## config.mk

```make
export PLATFORM = sky130hd
export DESIGN_NAME = btb_assoc
export DESIGN_NICKNAME = d
export VERILOG_FILES = /design/src/rtl/btb_assoc.sv
export SDC_FILE = /design/constraint.sdc
export NUM_CORES = 1
export LEC_CHECK = 0
export BUFFER_PORTS_ARGS = -buffer_cell sky130_fd_sc_hd__buf_2
export CAP_MARGIN = 15
export CORE_MARGIN = 2
export CORE_UTILIZATION = 38
export CTS_BUF_LIST = sky130_fd_sc_hd__clkbuf_8 sky130_fd_sc_hd__clkbuf_16
export DETAILED_ROUTE_END_ITERATION = 12
export PLACE_DENSITY = 0.49
export SYNTH_ARGS = -nofsm -noshare
export SYNTH_HDL_FRONTEND = slang
export SYNTH_SLANG_ARGS = --single-unit
```

## constraint.sdc

```tcl
create_clock -name clk -period 6.26 [get_ports clk]
set_input_delay 0.939 -clock clk [delete_from_list [all_inputs] [get_ports clk]]
set_output_delay 0.939 -clock clk [all_outputs]
set_load 0.05 [all_outputs]
```

## src/rtl/btb_assoc.sv

```systemverilog
// btb_assoc: parametrised set-associative branch target buffer.
//
// IF performs a same-cycle combinational lookup on lookup_pc; EX writes
// resolved branches back through the upd_* port. Each entry holds a valid
// bit, tag, 16-bit target, a saturating direction counter and an LRU age.
// Replacement is true LRU, kept as an age permutation per set. A
// multi-cycle sequencer clears one set per cycle after inv_req.
//
// Parameters: SETS (power of 2, >= 2), WAYS (power of 2, >= 1),
//             CTR_BITS (>= 1).
// Ports:
//   clk, rst                 clock, synchronous active-high reset
//   lookup_pc                fetch PC
//   hit, predict_taken,      lookup result; all zero while busy or in reset
//   pred_target, hit_way
//   upd_valid, upd_pc,       resolved branch write-back (dropped while busy)
//   upd_taken, upd_target
//   inv_req, busy            full invalidate request / in-progress flag
// Optional feature macro BTB_PERF_EN adds:
//   upd_pred_taken (in), hit_count (out), mispredict_count (out)
module btb_assoc #(
    parameter int SETS     = 8,
    parameter int WAYS     = 2,
    parameter int CTR_BITS = 2,
    localparam int IDX     = $clog2(SETS),
    localparam int WW      = (WAYS > 1) ? $clog2(WAYS) : 1
) (
    input  logic          clk,
    input  logic          rst,
    input  logic [15:0]   lookup_pc,
    output logic          hit,
    output logic          predict_taken,
    output logic [15:0]   pred_target,
    output logic [WW-1:0] hit_way,
    input  logic          upd_valid,
    input  logic [15:0]   upd_pc,
    input  logic          upd_taken,
    input  logic [15:0]   upd_target,
    input  logic          inv_req,
    output logic          busy
`ifdef BTB_PERF_EN
    ,
    input  logic          upd_pred_taken,
    output logic [15:0]   hit_count,
    output logic [15:0]   mispredict_count
`endif
);

    localparam int TW = 15 - IDX;
    localparam logic [CTR_BITS-1:0] W_T  = CTR_BITS'(1) << (CTR_BITS - 1);
    localparam logic [CTR_BITS-1:0] W_NT = W_T - CTR_BITS'(1);

    typedef enum logic {IDLE, CLEAR} state_t;

    state_t               state;
    logic [IDX-1:0]       ptr;

    logic                 v_q   [SETS][WAYS];
    logic [TW-1:0]        tag_q [SETS][WAYS];
    logic [15:0]          tgt_q [SETS][WAYS];
    logic [CTR_BITS-1:0]  ctr_q [SETS][WAYS];
    logic [WW-1:0]        age_q [SETS][WAYS];

    // Bit 0 of both PCs is ignored: fetches are word-aligned.
    logic                 unused_pc_bits;
    assign unused_pc_bits = lookup_pc[0] ^ upd_pc[0];

    logic [IDX-1:0] l_idx, u_idx;
    logic [TW-1:0]  l_tag, u_tag;
    assign l_idx = lookup_pc[IDX:1];
    assign l_tag = lookup_pc[15:IDX+1];
    assign u_idx = upd_pc[IDX:1];
    assign u_tag = upd_pc[15:IDX+1];

    // ---------------- lookup (read-only, combinational) ----------------
    logic          l_hit, l_msb;
    logic [WW-1:0] l_way;
    logic [15:0]   l_tgt;

    always_comb begin
        l_hit = 1'b0;
        l_msb = 1'b0;
        l_way = '0;
        l_tgt = '0;
        for (int unsigned w = 0; w < WAYS; w++) begin
            if (!l_hit && v_q[l_idx][w] && tag_q[l_idx][w] == l_tag) begin
                l_hit = 1'b1;
                l_msb = ctr_q[l_idx][w][CTR_BITS-1];
                l_way = WW'(w);
                l_tgt = tgt_q[l_idx][w];
            end
        end
    end

    logic blank;
    assign blank         = rst | (state == CLEAR);
    assign hit           = l_hit & ~blank;
    assign predict_taken = l_hit & l_msb & ~blank;
    assign pred_target   = blank ? '0 : l_tgt;
    assign hit_way       = blank ? '0 : l_way;
    assign busy          = (state == CLEAR) & ~rst;

    // ---------------- update-side match and victim selection ----------------
    logic          u_hit, found_inv, accept, do_touch;
    logic [WW-1:0] u_way, victim, touch_way, old_age;

    always_comb begin
        u_hit     = 1'b0;
        u_way     = '0;
        found_inv = 1'b0;
        victim    = '0;
        for (int unsigned w = 0; w < WAYS; w++) begin
            if (!u_hit && v_q[u_idx][w] && tag_q[u_idx][w] == u_tag) begin
                u_hit = 1'b1;
                u_way = WW'(w);
            end
            if (!found_inv && !v_q[u_idx][w]) begin
                found_inv = 1'b1;
                victim    = WW'(w);
            end
        end
        // Set full: the oldest way carries age WAYS-1.
        if (!found_inv) begin
            for (int unsigned w = 0; w < WAYS; w++) begin
                if (age_q[u_idx][w] == WW'(WAYS - 1)) victim = WW'(w);
            end
        end
        touch_way = u_hit ? u_way : victim;
        old_age   = age_q[u_idx][touch_way];
    end

    assign accept   = upd_valid && (state == IDLE);
    assign do_touch = accept && (u_hit || upd_taken);

    // ---------------- state ----------------
    always_ff @(posedge clk) begin
        if (rst) begin
            state <= IDLE;
            ptr   <= '0;
            for (int unsigned s = 0; s < SETS; s++) begin
                for (int unsigned w = 0; w < WAYS; w++) begin
                    v_q[s][w]   <= 1'b0;
                    tag_q[s][w] <= '0;
                    tgt_q[s][w] <= '0;
                    ctr_q[s][w] <= W_NT;
                    age_q[s][w] <= WW'(w);
                end
            end
        end else begin
            case (state)
                IDLE: begin
                    if (accept) begin
                        if (u_hit) begin
                            if (upd_taken) begin
                                if (ctr_q[u_idx][u_way] != '1)
                                    ctr_q[u_idx][u_way] <= ctr_q[u_idx][u_way] + CTR_BITS'(1);
                                tgt_q[u_idx][u_way] <= upd_target;
                            end else if (ctr_q[u_idx][u_way] != '0) begin
                                ctr_q[u_idx][u_way] <= ctr_q[u_idx][u_way] - CTR_BITS'(1);
                            end
                        end else if (upd_taken) begin
                            v_q[u_idx][victim]   <= 1'b1;
                            tag_q[u_idx][victim] <= u_tag;
                            tgt_q[u_idx][victim] <= upd_target;
                            ctr_q[u_idx][victim] <= W_T;
                        end
                    end
                    // Touched way becomes MRU; ways younger than it age by one.
                    if (do_touch) begin
                        for (int unsigned w = 0; w < WAYS; w++) begin
                            if (WW'(w) == touch_way)
                                age_q[u_idx][w] <= '0;
                            else if (age_q[u_idx][w] < old_age)
                                age_q[u_idx][w] <= age_q[u_idx][w] + WW'(1);
                        end
                    end
                    if (inv_req) begin
                        state <= CLEAR;
                        ptr   <= '0;
                    end
                end
                CLEAR: begin
                    for (int unsigned w = 0; w < WAYS; w++) begin
                        v_q[ptr][w]   <= 1'b0;
                        ctr_q[ptr][w] <= W_NT;
                        age_q[ptr][w] <= WW'(w);
                    end
                    ptr <= ptr + IDX'(1);
                    if (ptr == IDX'(SETS - 1)) state <= IDLE;
                end
                default: state <= IDLE;
            endcase
        end
    end

`ifdef BTB_PERF_EN
    // Counters clear on the edge that enters CLEAR; that edge's update is
    // still accepted but the clear takes precedence.
    always_ff @(posedge clk) begin
        if (rst) begin
            hit_count        <= '0;
            mispredict_count <= '0;
        end else if (state == IDLE && inv_req) begin
            hit_count        <= '0;
            mispredict_count <= '0;
        end else if (accept) begin
            if (u_hit && hit_count != '1)
                hit_count <= hit_count + 16'd1;
            if (upd_pred_taken != upd_taken && mispredict_count != '1)
                mispredict_count <= mispredict_count + 16'd1;
        end
    end
`endif

endmodule

```

# Yosys cells after proc, flatten, opt, wreduce, memory -nomap -nowiden
# Memory sizes are Yosys's and may differ from the RTL's.
# Cells that the tools add are included.
# word_totals
input_bits	53
output_inout_bits	20
reg_bits	4
wordCells	266
n_memories	5
ramBits	512
# classes
addsub	5
reduce_logical	24
order_cmp	7
bitwise_logic	53
mux	163
eq_ne	7
# memory_table
name	depth	word_bits	rd	rd_clocked_by_memory_dff	wr	line_no	text
tgt_q	8	32	1	0	8	60	logic [15:0] tgt_q [SETS][WAYS];
tag_q	8	24	2	0	8	59	logic [TW-1:0] tag_q [SETS][WAYS];
ctr_q	8	4	2	0	8	61	logic [CTR_BITS-1:0] ctr_q [SETS][WAYS];
age_q	8	2	1	0	8	62	logic [WW-1:0] age_q [SETS][WAYS];
v_q	8	2	2	0	8	58	logic v_q [SETS][WAYS];
# ops
cell	count
2-to-1 mux 32 bit	4
2-to-1 mux 1 bit	112
2-to-1 mux 16 bit	5
2-to-1 mux 24 bit	3
== test 12 bit	4
OR 1 bit	43
demux 16 bit (select 1 bit)	2
OR reduction 32 bit	1
2-to-1 mux 2 bit	14
2-to-1 mux 4 bit	7
2-to-1 mux 3 bit	9
OR reduction 24 bit	1
demux 12 bit (select 1 bit)	1
2-to-1 mux 12 bit	1
logical AND 1 bit	11
OR reduction 2 bit	4
OR reduction 4 bit	2
greater-or-equal comparator 2 bit (second input constant)	3
NOT 1 -> 2 bit	3
one-hot mux 3 bit (2 select lines)	1
AND 1 bit	4
demux 2 bit (select 1 bit)	2
< comparator 2 x 1 -> 1 bit (second input constant)	2
inequality test 2 bit (second input constant)	2
other kinds (12)	18

# Longest topological paths before layout
# Gate-level depths: netlist of run 1.
# An unclocked memory read counts as a cell.
# logic_depth
depth_word	25
mapped_depth	20
depth_no_buf	15

# Worst setup path after synthesis of run 1
# Ideal clock, no wire load.
# synth_path
kind	in2out
startpoint	in lookup_pc[1]
endpoint	out pred_target[14]
stages	10
arrival_time_ns	4.573
setup_slack_ns	0.748
required_ns	5.321
n_path_buf	4
path_cell_list	buf_2 -> buf_2 -> buf_2 -> mux4_2 -> nand3_1 -> o21ai_0 -> nand4_1 -> nand4_1 -> clkbuf_1 -> o32ai_1
# synth_via
elab_chain_len	9
elab_cells_between_ends	13
classes_between	eq/ne (2); mux (4); reduce/logical (4); memory (3)
# synth_rtl
element	line_no	text
from (decl)	30	input logic [15:0] lookup_pc,
memory (8 x 24 bit)	--	
== test 12 bit	86	if (!l_hit && v_q[l_idx][w] && tag_q[l_idx][w] == l_tag) begin
logical AND 1 bit	86	
2-to-1 mux 1 bit	86	
logical NOT 1 bit	86	
logical AND 1 bit (2 in a row)	86	
2-to-1 mux 16 bit (*)	86	
2-to-1 mux 16 bit (*)	99	assign pred_target = blank ? '0 : l_tgt;
to (decl)	33	output logic [15:0] pred_target,
# Every way passes the cells marked *; elsewhere a longest branch is shown, timed or not.

# Worst setup path in the final report of run 1
# layout_path
startpoint	in lookup_pc[1]
endpoint	out predict_taken
# layout_via
elab_chain_len	10
elab_cells_between_ends	15
classes_between	eq/ne (2); mux (4); bitwise (2); reduce/logical (4); memory (3)
# layout_rtl
element	line_no	text
memory (8 x 24 bit)	--	
== test 12 bit	86	
logical AND 1 bit	86	
2-to-1 mux 1 bit	86	
logical NOT 1 bit	86	
logical AND 1 bit (2 in a row)	86	
2-to-1 mux 1 bit	86	
AND 1 bit (*) (2 in a row)	98	assign predict_taken = l_hit & l_msb & ~blank;
to (decl)	32	output logic predict_taken,
# Marked as above.

==> results of run 1 <==
[through the flow]
stage               hold WS, ps  std cells  utilization  worst slack, ps  power [mW]
floorplan                   543       1884            -              748        4.52
global placement            573       2810        0.405              406        4.81
detailed placement          589       2811        0.405              389        4.82
CTS                         609       2919        0.434              775        8.39
global route                662       2920        0.434              688        8.57
finish                      597       2923        0.434              884        8.30
[power by group]
group          leakage [nW]  internal [mW]  switching (mW)  total (mW)
Sequential             5.26           3.92          0.0477        3.96
Combinational          5.11          0.296           0.480       0.776
Clock                  1.01           2.12            1.45        3.57
[cell families (layout without fill, tap and decap cells)]
kind of cell / Yosys count / after routing / share of synthesized area
flops: 516 / 516 / 0.579
other cells: 0 / 4 / 0
simple gates: 682 / 682 / 0.153
xor+xnor: 51 / 51 / 0.0167
compound gates: 171 / 171 / 0.0446
buf+inv: 181 / 276 / 0.0300
fa+ha+maj: 4 / 4 / 0.00188
mux: 279 / 279 / 0.175
[final cells by class]
type	count	area, um2	area share
inverters	10	37.5	0.00124
diodes	4	10.0	0.000331
multi-input cells	1187	10500	0.347
clock buffers	59	1480	0.0488
flip-flops and latches	516	15400	0.510
clock inverters	49	508	0.0168
repair buffers	158	1100	0.0364
well taps	940	1180	0.0389
[sequential cells by signal, summed over array words and instances, names as in the netlist]
name	cells
ctr_q	32
tag_q	192
v_q	16
state	1
tgt_q	256
ptr	3
age_q	16
[critical path, cell delays in order]
cell and delay (ps):
clkbuf_8 370, buf_4 300, mux4_2 520, mux2i_1 390, xnor2_1 150, nor4_1 450
nand4_1 240, nand4_1 150, buf_4 330, o22a_1 300, nor2_1 100, buf_12 190
[path summary, 6_finish.rpt]
path	end	slack, ps	depth (start not counted)
min	age_q[4][0]	600	3
max reg2reg	ctr_q[2][0]	1510	16
min reg2reg	age_q[4][0]	600	3
max	predict_taken	880	12
[cell usage in the layout (no fill, tap or decap), types with 9 or more instances in the layout]
cell type	n
mux4_2	148
xor2_1	17
clkbuf_16	59
a21oi_1	25
xnor2_1	34
buf_2	63
clkinv_2	9
o22ai_1	13
o21ai_2	12
bufinv_16	10
nand2_1	52
mux2_2	28
a21o_1	26
nand4_1	9
buf_4	88
and3_1	76
edfxtp_1	511
a221oi_1	14
or2_2	9
inv_1	20
and2_1	377
mux2i_1	103
o22a_1	17
o21ai_1	17
nor2_1	74
nand3_1	11
nor2b_1	17
clkinv_1	15
[metal layers]
metal,global-route usage,wire (um),vias to the layer above
li1,-,-,7208
met1,0.304,35300,8404
met2,0.361,37900,354
met3,0.0271,3020,113
met4,0.0563,1840,0
met5,0,0,-
[cells in the mapped netlist, types with 9 or more instances]
cell type  number  area (um2)
a221oi_1       14         123
buf_2          32         160
o21ai_0        31         155
xor2_1         17         149
and3_1         76         475
nand3_1        11        55.1
nor2_1         74         278
o22a_1         17         149
a21o_1         26         195
a21oi_1        25         125
nor2b_1        17         106
nand2_1        52         195
xnor2_1        34         298
clkbuf_1      105         394
buf_1          18        67.6
mux2_2         28         315
inv_1          10        37.5
mux2i_1       103        1030
and2_1        377        2360
mux4_2        148        3330
edfxtp_1      511       15300
nand4_1         9        56.3
or2_2           9        56.3
o22ai_1        14        87.6
==> metrics.md, run 1 <==
| Metric | Value |
|---|---|
| # port buffers | `70` |
| DR iter-0 viols | `1289` |
| CTS tree | `built` |
| Clk_lat worst skew | `630 ps` |
| Final Max Slew Viols | `0` |
| Tmin final | `5380 ps` |
| CTS root buf | `clkbuf_16` |
| Post-synth EDFFs | `511` |
| Post-place instance area | `28300 um2` |
| Critical-path maximum fanout | `30` |
| Syn Area/Cell | `14.2 um2` |
| Row cnt | `97` |
| H-tree depth | `2` |
| CP Launch Type | `input port` |
| Crit path DAT | `4440 ps` |
| Worst Tran Pin Value | `1130 ps` |
| Setup crit end kind | `output port` |
| Final setup TNS | `0 ps` |
| First-pass GRT wire length | `114 mm` |
| Drt pass-1 iters | `5` |
| Die Y | `269 um` |
| Main synth FF type | `edfxtp_1` |
| Lkg Pwr | `11.4 nW` |
| Initial antenna violation count | `3` |
| Antenna Nets Post-Route | `0` |
| Hold Fails Final Rpt | `0` |
| Buffer count from post-CTS setup fixing | `0` |
| Area of the die | `72400 um2` |
| Clk slew on worst S/H paths | `60 ps` |
| Die Width | `269 um` |
| Core Region | `69800 um2` |
| Overflow after GRT | `0` |
| Number of global-route vias before repair | `16600` |
| Post-DR vias/cell | `5.50` |
| Peak Freq | `0.186 GHz` |
| Post-synth cell types | `68` |
| Syn_nets | `1941` |
| Filler Cell Count | `6340` |
| DRC | `0` |
| Hold Path Class | `reg2reg` |
| Initial Utilization | `0.382` |
| CTS Hold Bufs | `0` |
| Post-synthesis cell area | `26700 um2` |
| Final worst-path cycle share | `0.859` |
| Pwr Density | `274 nW/um2` |
| Post-CTS sizing | `0` |
| Worst Skew | `26.9 ps` |
| Setup CP Type | `in2out` |
| Post-synth ARST share | `0` |
| Synth warnings | `0` |
| Routability cong. | `0.799` |
| Bufs on Longest Clock Path | `3` |
| Status | `finished, final reports clean` |
| Hold Crit Start | `age_q[4][0]` |
| RSZ-0062 raised after global routing | `false` |
| Worst VDD drop | `207 uV` |
| Final setup viols | `0` |
| Syn-to-layout area delta | `13.4%` |
| Cells after Synth | `1884` |
| Critical Path Source | `lookup_pc[1]` |
| WP data required | `5320 ps` |
| Final WL | `78.0 mm` |
| Register area share after synthesis | `0.579` |
| HPWL after detailed placement | `50.3 mm` |
| GR Util All Layers | `0.218` |
| Layout cells sized above 1 | `0.234` |
| Yosys reg bits | `516` |
| Fin nets | `1989` |
| Via Count | `16100` |
| Largest net degree at the start of global routing | `71` |
| I/O pin count | `73` |
| TritonCTS buffer count | `59` |
| Relative slew slack | `0.247` |
| MaxCap Viol Count | `0` |
| Clock Sink Count | `516` |
| Worst R2R Start | `tag_q[4][4]` |
| Final std cell area, no fill | `30300 um2` |
| Wirelength per Cell | `26.7 um` |
Power figures use the tool's default switching activity.
==> run 2: changes to the inputs <==
Settings changed: CORE_UTILIZATION 38 to 35, PLACE_DENSITY 0.49 to 0.46, SKIP_LAST_GASP from default to 1.
Clock period 6.26 ns to 5.5 ns, I/O delays scaled along.
==> run 2 against run 1 <==
Wire length increased by 3.4%. Cell count up 2.2%. Flip-flop and latch count is the same. Worst setup slack lost 320 ps. Combinational power rose by 17%. First-iteration DRC count shrank 11%. Largest cell class unchanged. Largest power group unchanged. Register-to-register slack got worse by 480 ps. Power increased by 11%. Die area increased by 8.4%. Cell area up 0.58%. Count of clock-buffer cells in the layout did not move. Global-route usage shrank 1.2 points.
==> metrics.md, run 2 (same netlist as run 1, synthesis figures left out) <==
| Metric | Value |
|---|---|
| GR Util All Layers | `0.206` |
| WP data required | `4680 ps` |
| CP Launch Type | `input port` |
| Largest net degree at the start of global routing | `51` |
| Die Width | `280 um` |
| Post-DR vias/cell | `5.41` |
| Relative slew slack | `0.341` |
| CTS Hold Bufs | `0` |
| Peak Freq | `0.203 GHz` |
| Largest regs | `tgt_q (256), tag_q (192), ctr_q (32)` |
| First-pass GRT wire length | `118 mm` |
| Final setup TNS | `0 ps` |
| Status | `finished, final reports clean` |
| Commonest non-fill, non-tap cell in the layout | `edfxtp_1` |
| DRC | `0` |
| Via Count | `16200` |
| Initial antenna violation count | `3` |
| Final WL | `80.7 mm` |
| Clk slew on worst S/H paths | `50 ps` |
| RSZ-0062 raised after global routing | `false` |
| # port buffers | `70` |
| Syn-to-layout area delta | `14.1%` |
| Final setup viols | `0` |
| Register with the most flip-flops | `tgt_q` |
| Worst VDD drop | `249 uV` |
| Setup CP Type | `in2out` |
| Fin nets | `2025` |
| Final worst-path setup slack | `566 ps` |
| DR iter-0 viols | `1153` |
| Pwr Density | `302 nW/um2` |
| Tmin final | `4930 ps` |
| Post-CTS sizing | `0` |
| Final Max Slew Viols | `0` |
| Bufs on Longest Clock Path | `3` |
| Buffer count from post-CTS setup fixing | `0` |
| Final worst-path cycle share | `0.897` |
| Pre-CTS setup slack | `152 ps` |
| Clk_lat worst skew | `660 ps` |
| Crit path DAT | `4110 ps` |
| Hold depth | `3` |
| Worst Tran Pin Value | `980 ps` |
| Hold Fails Final Rpt | `0` |
| Lkg Pwr | `11.5 nW` |
| Max reg flops | `256` |
| Row cnt | `101` |
| Clock Sink Count | `516` |
| Hold Path Class | `in2reg` |
| I/O pin count | `73` |
| Register-to-Register Path Depth | `15` |
| Core Region | `75700 um2` |
| Antenna Nets Post-Route | `0` |
| Number of global-route vias before repair | `17000` |
| MaxCap Viol Count | `0` |
| HPWL after detailed placement | `52.9 mm` |
| Worst Skew | `58.4 ps` |
| CTS tree | `built` |
| Routability cong. | `0.814` |
| CTS root buf | `clkbuf_16` |
| Layout cells sized above 1 | `0.244` |
| Filler Cell Count | `7003` |
| Wirelength per Cell | `27.0 um` |
| Setup crit end kind | `output port` |
| Initial Utilization | `0.353` |
| Overflow after GRT | `0` |
| Most frequent cells in the layout | `511 x edfxtp_1, 377 x and2_1, 148 x mux4_2` |
| H-tree depth | `2` |
| Area of the die | `78500 um2` |
| Drt pass-1 iters | `5` |
| Die Y | `280 um` |
| Critical-path maximum fanout | `23` |
| TritonCTS buffer count | `59` |
[run 2: layout make-up]
cell class | instances | area (um2) | share of cell area
Antenna cell | 2 | 5.00 | 0.000164
Clock buffer | 59 | 1480 | 0.0485
Clock inverter | 42 | 353 | 0.0116
Inverter | 10 | 37.5 | 0.00123
Multi-Input combinational cell | 1187 | 10500 | 0.345
Sequential cell | 516 | 15400 | 0.507
Tap cell | 978 | 1220 | 0.0402
Timing Repair Buffer | 194 | 1390 | 0.0458
[run 2: worst paths after layout]
path / from / end / slack, ps
setup / recovery: lookup_pc[1] / pred_target[14] / 570
hold reg to reg: age_q[4][0] / age_q[4][0] / 590
setup reg to reg: tag_q[4][20] / ctr_q[4][0] / 1030
hold / removal: inv_req / state / 550
[run 2: report_power, final]
group          total, mW  switching [mW]  internal [mW]
registers           4.51          0.0555           4.46
logic              0.910           0.557          0.353
clock network       3.77            1.64           2.12
total               9.19            2.26           6.93
[run 2: routing by layer]
metal,track usage,wire length [um]
met1,0.256,33000
met4,0.0595,2270
met2,0.375,42400
met3,0.0241,3040
met5,0,14
[run 2: per-stage QoR]
step                      instances  total power, mW   util  hold WS, ps  cell area (um2)
after floorplan                1884             5.14      -          543            26700
after global placement         2885             5.51  0.378          580            28600
after detailed placement       2885             5.52  0.378          578            28600
after CTS                      2986             9.30  0.402          512            30400
after global routing           2987             9.50  0.402          540            30400
final                          2988             9.19  0.402          547            30400
[run 2: critical path: stages]
cell and delay, ps:
clkbuf_8 310, buf_4 290, mux4_2 540, mux2i_1 340, xnor2_1 150, nor4_1 210, buf_4 190, nand4_1 140
buf_12 200, o32ai_1 650, buf_12 220
